==> config.mk <==
export PLATFORM = sky130hd
export DESIGN_NAME = ingress_rx_bridge
export DESIGN_NICKNAME = d
export VERILOG_FILES = /design/src/rtl/ingress_rx_bridge.sv
export SDC_FILE = /design/constraint.sdc
export NUM_CORES = 1
export LEC_CHECK = 0
export BUFFER_PORTS_ARGS = -buffer_cell sky130_fd_sc_hd__clkbuf_2
export CORE_MARGIN = 4
export CORE_UTILIZATION = 60
export DETAILED_ROUTE_END_ITERATION = 16
export PLACE_DENSITY = 0.82
export SLEW_MARGIN = 20
export SYNTH_ARGS = -nofsm -noshare
export SYNTH_HDL_FRONTEND = slang
export SYNTH_SLANG_ARGS = --single-unit
==> constraint.sdc <==
create_clock -name clk -period 9.7 [get_ports clk]
set_input_delay 1.94 -clock clk [delete_from_list [all_inputs] [get_ports clk]]
set_output_delay 1.94 -clock clk [all_outputs]
set_load 0.005 [all_outputs]
==> src/rtl/ingress_rx_bridge.sv <==
// ingress_rx_bridge: PCIe RX AXIS to internal TLP stream bridge with FWFT FIFO, SOP/EOP framing and statistics.
// Define INGRESS_ERR_DROP_EN to drop packets whose first beat carries tuser[ERR_BIT].
module ingress_rx_bridge #(
    parameter int DATA_W     = 64,
    parameter int KEEP_W     = DATA_W / 8,
    parameter int USER_W     = 22,
    parameter int FIFO_DEPTH = 4,
    parameter int CNT_W      = 32,
    parameter int ERR_BIT    = 1
) (
    input  logic                          clk,
    input  logic                          rst,
    input  logic                          clr_cnt,
    output logic                          s_axis_rx_tready,
    input  logic [DATA_W-1:0]             s_axis_rx_tdata,
    input  logic [KEEP_W-1:0]             s_axis_rx_tkeep,
    input  logic                          s_axis_rx_tlast,
    input  logic                          s_axis_rx_tvalid,
    input  logic [USER_W-1:0]             s_axis_rx_tuser,
    input  logic                          m_axis_tx_tready,
    output logic [DATA_W-1:0]             m_axis_tx_tdata,
    output logic [KEEP_W-1:0]             m_axis_tx_tkeep,
    output logic                          m_axis_tx_sop,
    output logic                          m_axis_tx_eop,
    output logic                          m_axis_tx_tvalid,
    output logic [USER_W-1:0]             m_axis_tx_tuser,
    output logic [CNT_W-1:0]              rx_packet_len,
    output logic [CNT_W-1:0]              rx_sop_cnt,
    output logic [CNT_W-1:0]              rx_eop_cnt,
    output logic [CNT_W-1:0]              rx_drop_cnt,
    output logic [$clog2(FIFO_DEPTH):0]   fifo_level
);
    localparam int AW = $clog2(FIFO_DEPTH);
    localparam int EW = DATA_W + KEEP_W + 1 + USER_W;
    localparam int PW = $clog2(KEEP_W + 1);

    typedef enum logic {IDLE, IN_PKT} out_state_e;

    logic [EW-1:0]     mem_q [FIFO_DEPTH];
    logic [AW-1:0]     wr_ptr_q, rd_ptr_q;
    logic [AW:0]       count_q, count_d;
    logic              full, empty, accept, push, pop, drop_beat;
    logic [DATA_W-1:0] h_data;
    logic [KEEP_W-1:0] h_keep;
    logic              h_last;
    logic [USER_W-1:0] h_user;
    out_state_e        out_state_q, out_state_d;
    logic [PW-1:0]     pc;
    logic [CNT_W-1:0]  base, acc_q, acc_d, len_q, sop_cnt_q, eop_cnt_q;
    logic [CNT_W:0]    sum;

    assign full   = count_q == (AW+1)'(FIFO_DEPTH);
    assign empty  = count_q == '0;
    assign accept = s_axis_rx_tvalid & s_axis_rx_tready;
    assign push   = accept & ~drop_beat;
    assign pop    = m_axis_tx_tvalid & m_axis_tx_tready;

`ifdef INGRESS_ERR_DROP_EN
    typedef enum logic {PASS, DROP} in_state_e;
    in_state_e        in_state_q, in_state_d;
    logic             first_q;
    logic [CNT_W-1:0] drop_cnt_q;

    // DROP swallows the rest of a poisoned packet, so it never waits on the FIFO.
    assign s_axis_rx_tready = ~full | (in_state_q == DROP);

    always_comb begin
        in_state_d = in_state_q;
        drop_beat  = 1'b0;
        if (in_state_q == DROP) begin
            drop_beat  = s_axis_rx_tvalid;
            in_state_d = (s_axis_rx_tvalid & s_axis_rx_tlast) ? PASS : DROP;
        end else if (accept & first_q & s_axis_rx_tuser[ERR_BIT]) begin
            drop_beat  = 1'b1;
            in_state_d = s_axis_rx_tlast ? PASS : DROP;
        end
    end

    always_ff @(posedge clk) begin
        if (rst) begin
            in_state_q <= PASS;
            first_q    <= 1'b1;
            drop_cnt_q <= '0;
        end else begin
            in_state_q <= in_state_d;
            if (accept) first_q <= s_axis_rx_tlast;
            if (clr_cnt) drop_cnt_q <= '0;
            else if (drop_beat && in_state_q == PASS) drop_cnt_q <= drop_cnt_q + CNT_W'(1);
        end
    end

    assign rx_drop_cnt = drop_cnt_q;
`else
    assign drop_beat        = 1'b0;
    assign s_axis_rx_tready = ~full;
    assign rx_drop_cnt      = '0;
`endif

    always_comb begin
        count_d = (push & ~pop) ? count_q + (AW+1)'(1) :
                  (~push & pop) ? count_q - (AW+1)'(1) : count_q;
    end

    always_ff @(posedge clk) begin
        if (push) mem_q[wr_ptr_q] <= {s_axis_rx_tdata, s_axis_rx_tkeep, s_axis_rx_tlast, s_axis_rx_tuser};
    end

    always_ff @(posedge clk) begin
        if (rst) begin
            wr_ptr_q <= '0;
            rd_ptr_q <= '0;
            count_q  <= '0;
        end else begin
            if (push) wr_ptr_q <= wr_ptr_q + AW'(1);
            if (pop) rd_ptr_q <= rd_ptr_q + AW'(1);
            count_q <= count_d;
        end
    end

    // Head fields are gated so an empty FIFO presents all-zero outputs.
    assign {h_data, h_keep, h_last, h_user} = mem_q[rd_ptr_q];
    assign m_axis_tx_tvalid = ~empty;
    assign m_axis_tx_tdata  = empty ? '0 : h_data;
    assign m_axis_tx_tkeep  = empty ? '0 : h_keep;
    assign m_axis_tx_tuser  = empty ? '0 : h_user;
    assign m_axis_tx_eop    = ~empty & h_last;
    assign m_axis_tx_sop    = ~empty & (out_state_q == IDLE);
    assign fifo_level       = count_q;

    always_comb begin
        out_state_d = out_state_q;
        if (pop) out_state_d = m_axis_tx_eop ? IDLE : IN_PKT;
    end

    always_comb begin
        pc = '0;
        for (int i = 0; i < KEEP_W; i++) pc = pc + PW'(m_axis_tx_tkeep[i]);
        base  = m_axis_tx_sop ? '0 : acc_q;
        sum   = {1'b0, base} + (CNT_W+1)'(pc);
        acc_d = sum[CNT_W] ? '1 : sum[CNT_W-1:0];
    end

    always_ff @(posedge clk) begin
        if (rst) begin
            out_state_q <= IDLE;
            acc_q       <= '0;
            len_q       <= '0;
            sop_cnt_q   <= '0;
            eop_cnt_q   <= '0;
        end else begin
            out_state_q <= out_state_d;
            if (pop) acc_q <= acc_d;
            if (pop & m_axis_tx_eop) len_q <= acc_d;
            if (clr_cnt) sop_cnt_q <= '0;
            else if (pop & m_axis_tx_sop) sop_cnt_q <= sop_cnt_q + CNT_W'(1);
            if (clr_cnt) eop_cnt_q <= '0;
            else if (pop & m_axis_tx_eop) eop_cnt_q <= eop_cnt_q + CNT_W'(1);
        end
    end

    assign rx_packet_len = len_q;
    assign rx_sop_cnt    = sop_cnt_q;
    assign rx_eop_cnt    = eop_cnt_q;
endmodule

==> key figures, run 1 <==
Status
  – Outcome: finished clean

Routing
  – Pre-antenna DRT Iters: 5
  – Per-cell routed wire length: 21.1 µm
  – Final ANT Viol Nets: 0
  – Routed WL: about 48,000 µm
  – DR iter-0 viols: 1,085
  – DR vias/cell: 5.86
  – Drc violations: 0
  – Routed vias: about 13,000

Timing
  – Fin worst setup slack: roughly 3.2 ns
  – Relative slew slack: 0.270
  – RSZ-0062 raised after global routing: no
  – Clock period minus worst slack: between 6 and 7 ns
  – Max Clk Rate: 0.153 GHz
  – Clock Skews: 0.0174 ns
  – Final period util: 0.674
  – Final Max Tran Viols: 0
  – Setup TNS Final: 0 ns
  – # setup viols final: 0
  – Final hold violation count: 0
  – Worst-Margin Slew: 1.10 ns

Worst setup path
  – Setup Crit Path Kind: reg -> reg
  – Critical Path Fanout Max: 47
  – Critical Path AT: 7.03 ns
  – Setup crit start kind: flop
  – Critical path endpoint category: flop
  – Req. time, crit path: between 10 and 15 ns

Place
  – Setup WS pre-CTS: 2.99 ns
  – Port bufs: 296
  – Post-DP HPWL: 29,800 µm
  – Final RePlAce weighted congestion: 0.909

CTS
  – Max Root-Sink Buffers: 3
  – Post-CTS sizing: 0
  – # hold bufs at CTS: 0
  – Setup Fix Bufs, Post-CTS: 0
  – H-tree depth: 2
  – Skew-Pair Late Insertion Delay: 0.59 ns
  – TritonCTS clock tree: yes
  – Clock slew at reported path FFs: 0.06 ns
  – Root buffer cell: clkbuf_16
  – Clock sinks: 518
  – TritonCTS buffer count: between 50 and 60

Floorplan
  – Die W: slightly below 200 µm
  – Core area: 34,900 µm²
  – Die H: 197 µm
  – DIE AREA: 38,800 µm²
  – Initial core utilization: 0.615
  – Boundary Pins: 329
  – # rows: 68

Min path
  – Worst Hold Class: reg -> reg

GRT
  – Vias in the first global route: ~13,000
  – Initial antenna violation count: 5
  – First-pass GRT wire length: 75,300 µm
  – Global Route Usage Sum: 0.245
  – Largest net degree at the start of global routing: around 90
  – Congestion Overflow GR: 0

Layout
  – Layout Area Growth over Synthesis: 15.6%
  – Fraction of layout cells with a size suffix above 1: 0.280
  – Fillers: 2,289
  – Fin nets: 1,895

Synthesis
  – Flops & latches, synth: 518
  – Share of the synthesized area in the top cell type: 0.532
  – Synth Instances: between 1,000 and 1,500
  – Async SR Flop Fraction: 0
  – Synthesized cell area: 21,400 µm²
  – Seq/Total Area, Yosys: 0.661
  – Synth Flop Type: edfxtp_1
  – YS warnings: 0
  – Ranking of synthesized cells by area: edfxtp_1 (53%), dfxtp_1 (13%), mux4_2 (9.1%), and2_1 (2.7%), nor2_1 (2.4%)
  – Leading area contributor after synthesis: edfxtp_1
  – Distinct cells, synth: 68
  – Post-synth EDFFs: 380
  – Mean post-synth cell area: approximately 14 µm²

Power and ir drop
  – Leak: 8.80 nW
  – Power per cell area: ~270 nW/µm²
  – Peak supply drop: 0.000224 V

Flow run
  – Maxcap violations: 0
path summary, 6_finish.rpt:
path	slack [ns]	to	from	depth (start not counted)
max reg2reg	3.16	rx_packet_len[5]	flop	18
min	0.47	rx_packet_len[27]	rx_packet_len[27]	2
min reg2reg	0.47	rx_packet_len[27]	rx_packet_len[27]	2
max	3.16	rx_packet_len[5]	flop	18
report_power, final:
group | total [mW] | internal [mW] | switching, mW
Clock | 1.87 | 1.05 | 0.821
Sequential | 2.80 | 2.65 | 0.149
Combinational | 2.07 | 0.884 | 1.18
Total | 6.73 | 4.58 | 2.15
state kept, by name (all words and copies together), names as in the netlist, named ones only:
name,cells
out_state_q,1
wr_ptr_q,2
rx_packet_len,32
rx_sop_cnt,32
rd_ptr_q,2
fifo_level,3
mem_q,380
rx_eop_cnt,32
acc_q,32
through the flow:
step / utilization / power, mW / std cells / hold slack [ns] / instance area [µm²]
final: 0.711 / 6.73 / 2272 / 0.474 / 24800
after global routing: 0.711 / 7.10 / 2272 / 0.500 / 24800
after CTS: 0.710 / 6.79 / 2270 / 0.480 / 24800
after detailed placement: 0.665 / 4.90 / 2177 / 0.467 / 23200
after global placement: 0.665 / 4.85 / 2177 / 0.453 / 23200
after floorplan: - / 4.09 / 1525 / 0.449 / 21600
synth_stat cells (all sizes together), types with 10 or more instances:
library cell and number:
nand2 74, or3 21, nand4 35, inv 31, a21oi 36, ha 13
xor2 46, xnor2 25, edfxtp 380, or2 10, and3 21, a211oi 44
buf 53, mux2i 12, o21ai 43, dfxtp 138, and2 93, nor4 12
mux4 87, clkbuf 58, nand3 27, nor2 137, nor3 24
placed cells by master (no fill, tap or decap), drive strengths merged, types with 5 or more instances in the layout:
master,instances
nor3,24
buf,13
mux4,87
and3,21
clkbuf,363
a211oi,44
nor4,12
nand3b,5
xor2,46
fa,6
dfxtp,138
inv,34
mux2i,12
and2,93
edfxtp,380
nor2,137
o21ai,43
xnor2,25
nand2,74
ha,13
conb,32
a21oi,36
clkinv,18
mux2,9
nand3,27
and4,6
or3,21
or2,10
nand4,35
cells by family after synthesis:
family | Yosys count | share of synthesized area
mux | 108 | 0.102
compound gates | 159 | 0.0484
fa+ha+maj | 19 | 0.0132
xor+xnor | 71 | 0.0290
simple gates | 476 | 0.116
other cells | 1 | 0.000175
buf+inv | 142 | 0.0307
flops | 518 | 0.661
layer usage:
layer,vias up,share of wire,routed length [µm],track usage
li1,6122,-,-,-
met1,6510,0.38,18200,0.320
met2,568,0.50,24000,0.405
met3,98,0.094,4490,0.0706
met4,8,0.025,1200,0.0747
met5,-,0.0011,53,0
cell type report:
class,instances,area (µm²),share of cell area
inverters,31,116,0.00469
repair buffers,309,1590,0.0642
well taps,455,569,0.0230
diodes,1,2.50,0.000101
flip-flops and latches,518,14200,0.572
clock inverters,26,213,0.00858
multi-input cells,865,6750,0.272
clock buffers,67,1360,0.0548
critical path, stage by stage, from the launching register on:
cell and delay [ns]:
dfxtp_4 0.65, buf_12 0.30, buf_4 0.74, nand2_1 0.08, o21ai_0 0.14, nor2_1 0.09
inv_1 0.11, fa_1 0.44, fa_1 0.53, fa_1 0.43, fa_1 0.39, inv_1 0.08
fa_1 0.22, and3_1 0.28, o21ai_1 0.22, or4_4 0.54, nor4_4 0.64, a21oi_1 0.15
a211oi_1 0.33
Power figures use the tool's default switching activity.
==> inputs of run 2 (changes only) <==
Settings changed: CORE_UTILIZATION 60 to 51, PLACE_DENSITY 0.82 to 0.74.
Clock period 9.7 ns to 5.9 ns, I/O delays scaled along.
==> run 2 against run 1 <==
  * Non-clock buffer count rose by 11
  * Global-route usage fell by 3.8 points
  * Clock power rose by 82%
  * Clock skew rose by 0.023 ns
  * Critical path depth fell by 1
  * Via count fell by 1.4%
  * Maximum frequency rose by 23%
  * Clock-buffer cell count did not move
  * Die area rose by 17%
  * Critical endpoint is now rx_packet_len[10]
  * Highest routed layer unchanged
==> key figures, run 2 (synthesis results as in run 1) <==
Place
  – Cell total after placement: 2,266 (was 2,177)
  – Post-DP HPWL: 30,700 µm (was 29,800 µm)
  – Port bufs: 296 (unchanged)
  – Placed inst area: 23,400 µm² (was 23,200 µm²)
  – Setup WS pre-CTS: 0.571 ns (was 2.99 ns)
  – Final RePlAce weighted congestion: 0.916 (was 0.909)

Timing
  – Setup TNS Final: 0 ns (unchanged)
  – Clock period minus worst slack: 5.33 ns (was 6.54 ns)
  – Fin worst setup slack: 0.569 ns (was 3.16 ns)
  – Relative slew slack: 0.375 (was 0.270)
  – Final period util: 0.904 (was 0.674)
  – Max Clk Rate: 0.188 GHz (was 0.153 GHz)
  – RSZ-0062 raised after global routing: no (unchanged)
  – # setup viols final: 0 (unchanged)
  – Final Max Tran Viols: 0 (unchanged)
  – Final hold violation count: 0 (unchanged)
  – Worst-Margin Slew: 0.930 ns (was 1.10 ns)
  – Hold_ws: 0.480 ns (was 0.474 ns)
  – Clock Skews: 0.0406 ns (was 0.0174 ns)

Worst setup path
  – Critical-path cell list: mux2_2 -> o21ai_0 -> nor2_1 -> inv_1 -> fa_1 -> fa_1 -> fa_1 -> fa_1 -> inv_1 -> fa_1 -> and3_1 -> o21ai_1 -> or4_4 -> nor4_4 -> buf_4 -> a21oi_1 -> a211oi_1 (was buf_12 -> buf_4 -> nand2_1 -> o21ai_0 -> nor2_1 -> inv_1 -> fa_1 -> fa_1 -> fa_1 -> fa_1 -> inv_1 -> fa_1 -> and3_1 -> o21ai_1 -> or4_4 -> nor4_4 -> a21oi_1 -> a211oi_1)
  – Critical path endpoint category: flop (unchanged)
  – Req. time, crit path: 6.41 ns (was 10.19 ns)
  – CP delay by family, top: adder cells (unchanged)
  – Critical Path AT: 5.84 ns (was 7.03 ns)
  – Critical Path Fanout Max: 21 (was 47)
  – CP max-delay cell: dfxtp_4 (was buf_4)
  – Slowest stage delay, CP: 0.55 ns (was 0.74 ns)
  – Setup crit start kind: flop (unchanged)
  – Buffers & Inverters on Critical Path: 3 (was 4)
  – Setup Crit Path Kind: reg -> reg (unchanged)
  – Cell mode on critical path: fa_1 (unchanged)

GRT
  – Vias in the first global route: 13,089 (was 13,475)
  – M3 GR Usage: 0.0649 (was 0.0706)
  – Global Route Usage Sum: 0.207 (was 0.245)
  – First-pass GRT wire length: 73,400 µm (was 75,300 µm)
  – Initial antenna violation count: 8 (was 5)
  – Congestion Overflow GR: 0 (unchanged)
  – Largest net degree at the start of global routing: 89 (unchanged)
  – Met1 usage: 0.268 (was 0.320)
  – Met2 Usage GRT: 0.342 (was 0.405)
  – Most used routing layer: met2 (unchanged)

Floorplan
  – Boundary Pins: 329 (unchanged)
  – # rows: 74 (was 68)
  – Initial core utilization: 0.521 (was 0.615)
  – Core area: 41,200 µm² (was 34,900 µm²)
  – Die W: 213 µm (was 197 µm)
  – Die H: 213 µm (was 197 µm)
  – DIE AREA: 45,400 µm² (was 38,800 µm²)

Layout
  – Register area: 14,200 µm² (unchanged)
  – Multi-input logic area: 6760 µm² (was 6750 µm²)
  – Layout Area Growth over Synthesis: 17.4% (was 15.6%)
  – Final Core Density: 0.611 (was 0.711)
  – Most common library cell in the layout ignoring fill and taps: edfxtp_1 (unchanged)
  – Fraction of layout cells with a size suffix above 1: 0.289 (was 0.280)
  – Top reg by flops: mem_q (unchanged)
  – Fin nets: 1,907 (was 1,895)
  – Fillers: 3,108 (was 2,289)
  – Fin cells: 2,359 (was 2,272)
  – Finished layout cell area: 25,200 µm² (was 24,800 µm²)
  – Most frequent cells in the layout: edfxtp_1 (380), clkbuf_2 (298), nor2_1 (137) (unchanged)
  – Max reg flops: 380 (unchanged)

Power and ir drop
  – Tot Pwr: 11.4 mW (was 6.73 mW)
  – Peak supply drop: 0.000309 V (was 0.000224 V)
  – Leak: 8.96 nW (was 8.80 nW)
  – Power per cell area: 451 nW/µm² (was 272 nW/µm²)

Routing
  – Drc violations: 0 (unchanged)
  – Pre-antenna DRT Iters: 5 (unchanged)
  – DR vias/cell: 5.56 (was 5.86)
  – Final ANT Viol Nets: 0 (unchanged)
  – Routed WL: 47,400 µm (was 48,000 µm)
  – DR iter-0 viols: 897 (was 1,085)
  – Per-cell routed wire length: 20.1 µm (was 21.1 µm)
  – Routed vias: 13,125 (was 13,306)

CTS
  – Clock sinks: 518 (unchanged)
  – Skew-Pair Late Insertion Delay: 0.61 ns (was 0.59 ns)
  – Post-CTS sizing: 0 (unchanged)
  – TritonCTS buffer count: 52 (was 51)
  – Root buffer cell: clkbuf_16 (unchanged)
  – TritonCTS clock tree: yes (unchanged)
  – H-tree depth: 2 (unchanged)
  – # hold bufs at CTS: 0 (unchanged)
  – Clock slew at reported path FFs: 0.06 ns (about the same)
  – Setup Fix Bufs, Post-CTS: 0 (unchanged)
  – Max Root-Sink Buffers: 3 (unchanged)

Flow run
  – Maxcap violations: 0 (unchanged)

Min path
  – Worst Hold Class: reg -> reg (unchanged)

Status
  – Outcome: finished clean (unchanged)
[run 2: metal layers]
layer	routed length, µm	up-vias
met5	91	-
li1	-	6138
met4	1060	14
met2	23100	413
met3	4110	90
met1	19000	6470
[run 2: worst paths after layout]
path	start	to	slack (ns)	cells after the start
worst min-delay path	rx_packet_len[27]	rx_packet_len[27]	0.48	2
worst max register to register	flop	rx_packet_len[10]	0.57	17
worst min register to register	rx_packet_len[27]	rx_packet_len[27]	0.48	2
worst max-delay path	flop	rx_packet_len[10]	0.57	17
[run 2: cell type report]
cell class / count / share of cell area
Antenna cell: 1 / 0.0000994
Clock inverter: 25 / 0.0145
Inverter: 31 / 0.00462
Sequential cell: 518 / 0.563
Multi-Input combinational cell: 865 / 0.268
Timing Repair Buffer: 320 / 0.0660
Clock buffer: 67 / 0.0568
Tap cell: 532 / 0.0264
[run 2: report_power, final]
part	total (mW)	internal [mW]	switching [mW]
sequential	4.58	4.35	0.225
combinational	3.37	1.46	1.91
clock	3.41	2.03	1.39
total	11.4	7.84	3.52
[run 2: worst min-delay path, stage by stage, from the launching register on]
cell	delay (ns)
dfxtp_1	0.32
nand2_1	0.06
a21oi_1	0.05
==> inputs of run 3 (changes only) <==
Settings changed: ABC_AREA set to 1, CORE_UTILIZATION 51 to 57, GPL_ROUTABILITY_DRIVEN set to 0, PLACE_DENSITY 0.74 to 0.78.
Clock period 5.9 ns to 5.55 ns, I/O delays scaled along.
==> run 3 against run 2 <==
  * Power up 2.0%
  * Clock skew down 0.024 ns
  * Synthesized cell count up 58%
  * Final cell count up 35%
  * Global-route usage up 4.1 points
  * Non-clock buffer count down 5
  * Clock-buffer cell count up 2
  * Maximum frequency up 3.8%
  * Critical path depth up 4
  * Die area down 5.4%
  * Flip-flop and latch count unchanged
  * Largest cell class unchanged
==> key figures, run 3 <==
Flow run
  – Maxcap violations: 0 (unchanged)

Routing
  – DR vias/cell: 5.55 (was 5.56)
  – Drc violations: 0 (unchanged)
  – Routed WL: 55,400 µm (was 47,400 µm)
  – Routed vias: 17,635 (was 13,125)
  – DR iter-0 viols: 1,642 (was 897)
  – Final ANT Viol Nets: 0 (unchanged)
  – Pre-antenna DRT Iters: 5 (unchanged)
  – Per-cell routed wire length: 17.4 µm (was 20.1 µm)

Synthesis
  – Post-synth EDFFs: 380 (unchanged)
  – Ranking of synthesized cells by area: edfxtp_1 (50%), dfxtp_1 (12%), nor2_1 (9.4%), o21ai_0 (5.5%), nand2_1 (4.6%) (was edfxtp_1 (53%), dfxtp_1 (13%), mux4_2 (9.1%), and2_1 (2.7%), nor2_1 (2.4%))
  – Distinct cells, synth: 41 (was 68)
  – Mean post-synth cell area: 9.60 µm² (was 14.4 µm²)
  – Post-synth top cells: nor2_1 (566), edfxtp_1 (380), nand2_1 (276) (was edfxtp_1 (380), dfxtp_1 (138), nor2_1 (137))
  – Share of the synthesized area in the top cell type: 0.504 (was 0.532)
  – Seq/Total Area, Yosys: 0.626 (was 0.661)
  – Flops & latches, synth: 518 (unchanged)
  – Synth Instances: 2,358 (was 1,494)
  – Most frequent cell after synthesis: nor2_1 (was edfxtp_1)
  – YS warnings: 0 (unchanged)
  – Async SR Flop Fraction: 0 (unchanged)
  – Leading area contributor after synthesis: edfxtp_1 (unchanged)
  – Synthesized cell area: 22,600 µm² (was 21,400 µm²)
  – Synth Flop Type: edfxtp_1 (unchanged)

Power and ir drop
  – Leak: 10.0 nW (was 8.96 nW)
  – Peak supply drop: 0.000315 V (was 0.000309 V)
  – Tot Pwr: 11.6 mW (was 11.4 mW)
  – Power per cell area: 445 nW/µm² (was 451 nW/µm²)

CTS
  – Setup Fix Bufs, Post-CTS: 0 (unchanged)
  – Root buffer cell: clkbuf_16 (unchanged)
  – TritonCTS buffer count: 52 (unchanged)
  – Clock sinks: 518 (unchanged)
  – Clock slew at reported path FFs: 0.06 ns (about the same)
  – H-tree depth: 2 (unchanged)
  – Skew-Pair Late Insertion Delay: 0.60 ns (was 0.61 ns)
  – Max Root-Sink Buffers: 3 (unchanged)
  – TritonCTS clock tree: yes (unchanged)

GRT
  – Vias in the first global route: 17,012 (was 13,089)
  – Largest net degree at the start of global routing: 107 (was 89)
  – Global Route Usage Sum: 0.248 (was 0.207)
  – First-pass GRT wire length: 87,600 µm (was 73,400 µm)
  – Initial antenna violation count: 8 (unchanged)
  – Congestion Overflow GR: 0 (unchanged)

Worst setup path
  – Setup Crit Path Kind: reg -> reg (unchanged)
  – Req. time, crit path: 6.08 ns (was 6.41 ns)
  – Critical path endpoint category: flop (unchanged)
  – Critical Path AT: 5.67 ns (was 5.84 ns)
  – Slack of the worst reg-to-reg path: 0.41 ns (was 0.57 ns)
  – Slowest stage delay, CP: 0.54 ns (was 0.55 ns)
  – Critical Path Fanout Max: 45 (was 21)
  – Cell mode on critical path: fa_1 (unchanged)
  – Critical-path cell list: nor2_2 -> nand2_4 -> clkinv_2 -> a21oi_1 -> inv_1 -> fa_1 -> fa_1 -> fa_1 -> fa_1 -> inv_1 -> fa_1 -> nand3_1 -> nand3_1 -> nand2_1 -> nor2_4 -> nand2_1 -> nor2_2 -> nand2_8 -> nand3_1 -> nor2_1 -> nor2_1 (was mux2_2 -> o21ai_0 -> nor2_1 -> inv_1 -> fa_1 -> fa_1 -> fa_1 -> fa_1 -> inv_1 -> fa_1 -> and3_1 -> o21ai_1 -> or4_4 -> nor4_4 -> buf_4 -> a21oi_1 -> a211oi_1)
  – Setup crit start kind: flop (unchanged)
  – CP max-delay cell: fa_1 (was dfxtp_4)

Floorplan
  – Die W: 207 µm (was 213 µm)
  – DIE AREA: 42,900 µm² (was 45,400 µm²)
  – Core area: 38,900 µm² (was 41,200 µm²)
  – Initial core utilization: 0.581 (was 0.521)
  – Die H: 207 µm (was 213 µm)
  – # rows: 72 (was 74)
  – Boundary Pins: 329 (unchanged)

Timing
  – Fin worst setup slack: 0.414 ns (was 0.569 ns)
  – Worst-Margin Slew: 1.08 ns (was 0.930 ns)
  – Final period util: 0.925 (was 0.904)
  – # setup viols final: 0 (unchanged)
  – Clock Skews: 0.0169 ns (was 0.0406 ns)
  – Hold_ws: 0.454 ns (was 0.480 ns)
  – Max Clk Rate: 0.195 GHz (was 0.188 GHz)
  – Relative slew slack: 0.279 (was 0.375)
  – Final hold violation count: 0 (unchanged)
  – RSZ-0062 raised after global routing: no (unchanged)
  – Final Max Tran Viols: 0 (unchanged)
  – Clock period minus worst slack: 5.14 ns (was 5.33 ns)

Layout
  – Max reg flops: 380 (unchanged)
  – Most frequent cells in the layout: nor2_1 (558), edfxtp_1 (380), clkbuf_2 (296) (was edfxtp_1 (380), clkbuf_2 (298), nor2_1 (137))
  – Multi-input logic area: 7290 µm² (was 6760 µm²)
  – Fin nets: 2,731 (was 1,907)
  – Layout Area Growth over Synthesis: 15.0% (was 17.4%)
  – Most common library cell in the layout ignoring fill and taps: nor2_1 (was edfxtp_1)
  – Finished layout cell area: 26,000 µm² (was 25,200 µm²)
  – Register area: 14,200 µm² (unchanged)
  – Final Core Density: 0.669 (was 0.611)
  – Top reg by flops: mem_q (unchanged)
  – Fraction of layout cells with a size suffix above 1: 0.161 (was 0.289)
  – Fillers: 3,069 (was 3,108)

Place
  – Port bufs: 296 (unchanged)
  – Post-DP HPWL: 34,200 µm (was 30,700 µm)
  – Placed inst area: 24,400 µm² (was 23,400 µm²)
  – Setup WS pre-CTS: 0.367 ns (was 0.571 ns)

Status
  – Outcome: finished clean (unchanged)

Min path
  – Worst Hold Class: reg -> reg (unchanged)
run 3: what timing repair did:
item                                    4_1_cts  5_1_grt
gates resized for setup                       0        1
endpoints found under the setup margin        0       10
hold buffers                                  0        0
run 3: kinds of logic after synthesis:
family | synth area share
AND/OR/NAND/NOR | 0.193
flip-flops | 0.626
AO/OA/AOI/OAI | 0.0984
buffers and inverters | 0.0587
XOR/XNOR | 0.0112
adder cells (fa/ha/maj) | 0.0125
other | 0.000166
run 3: routing by layer:
| layer | part of all wire | vias up | global-route usage | wire (µm) |
|---|---|---|---|---|
| met5 | 0.00069 | - | 0 | 38 |
| met4 | 0.031 | 6 | 0.0933 | 1730 |
| met3 | 0.086 | 135 | 0.0639 | 4740 |
| met2 | 0.48 | 656 | 0.411 | 26600 |
| met1 | 0.40 | 8408 | 0.316 | 22300 |
| li1 | - | 8430 | - | - |
run 3: critical path, delay by kind of cell, from the launching register on:
family	cells	cell delay, ns
adder cells (fa/ha/maj)	5	2.06
buffers and inverters	3	0.53
flip-flops	1	0.44
AND/OR/NAND/NOR	12	1.71
AO/OA/AOI/OAI	1	0.33
run 3: where the power goes:
group	switching (mW)	internal, mW
combinational	2.28	1.12
sequential	0.253	4.64
clock	1.45	1.84
run 3: worst paths after layout:
| kind | startpoint | end | cells past startpoint |
|---|---|---|---|
| max | fifo_level[0] | acc_q[20] | 21 |
| min | rx_packet_len[26] | rx_packet_len[26] | 2 |
| max reg2reg | fifo_level[0] | acc_q[20] | 21 |
| min reg2reg | rx_packet_len[26] | rx_packet_len[26] | 2 |
run 3: metrics by stage:
stage | cells | TNS (ns)
final | 3179 | 0
after global routing | 3176 | 0
after CTS | 3170 | 0
after detailed placement | 3075 | 0
after global placement | 3075 | 0
after floorplan | 2389 | -88.94
run 3: layout make-up:
class                      count  area share
multi-input combinational   1565       0.280
clock inverter                26     0.00740
clock buffer                  69      0.0540
timing repair buffer         315      0.0646
sequential                   518       0.545
tap                          518      0.0249
inverter                     160      0.0232
antenna                        8    0.000769
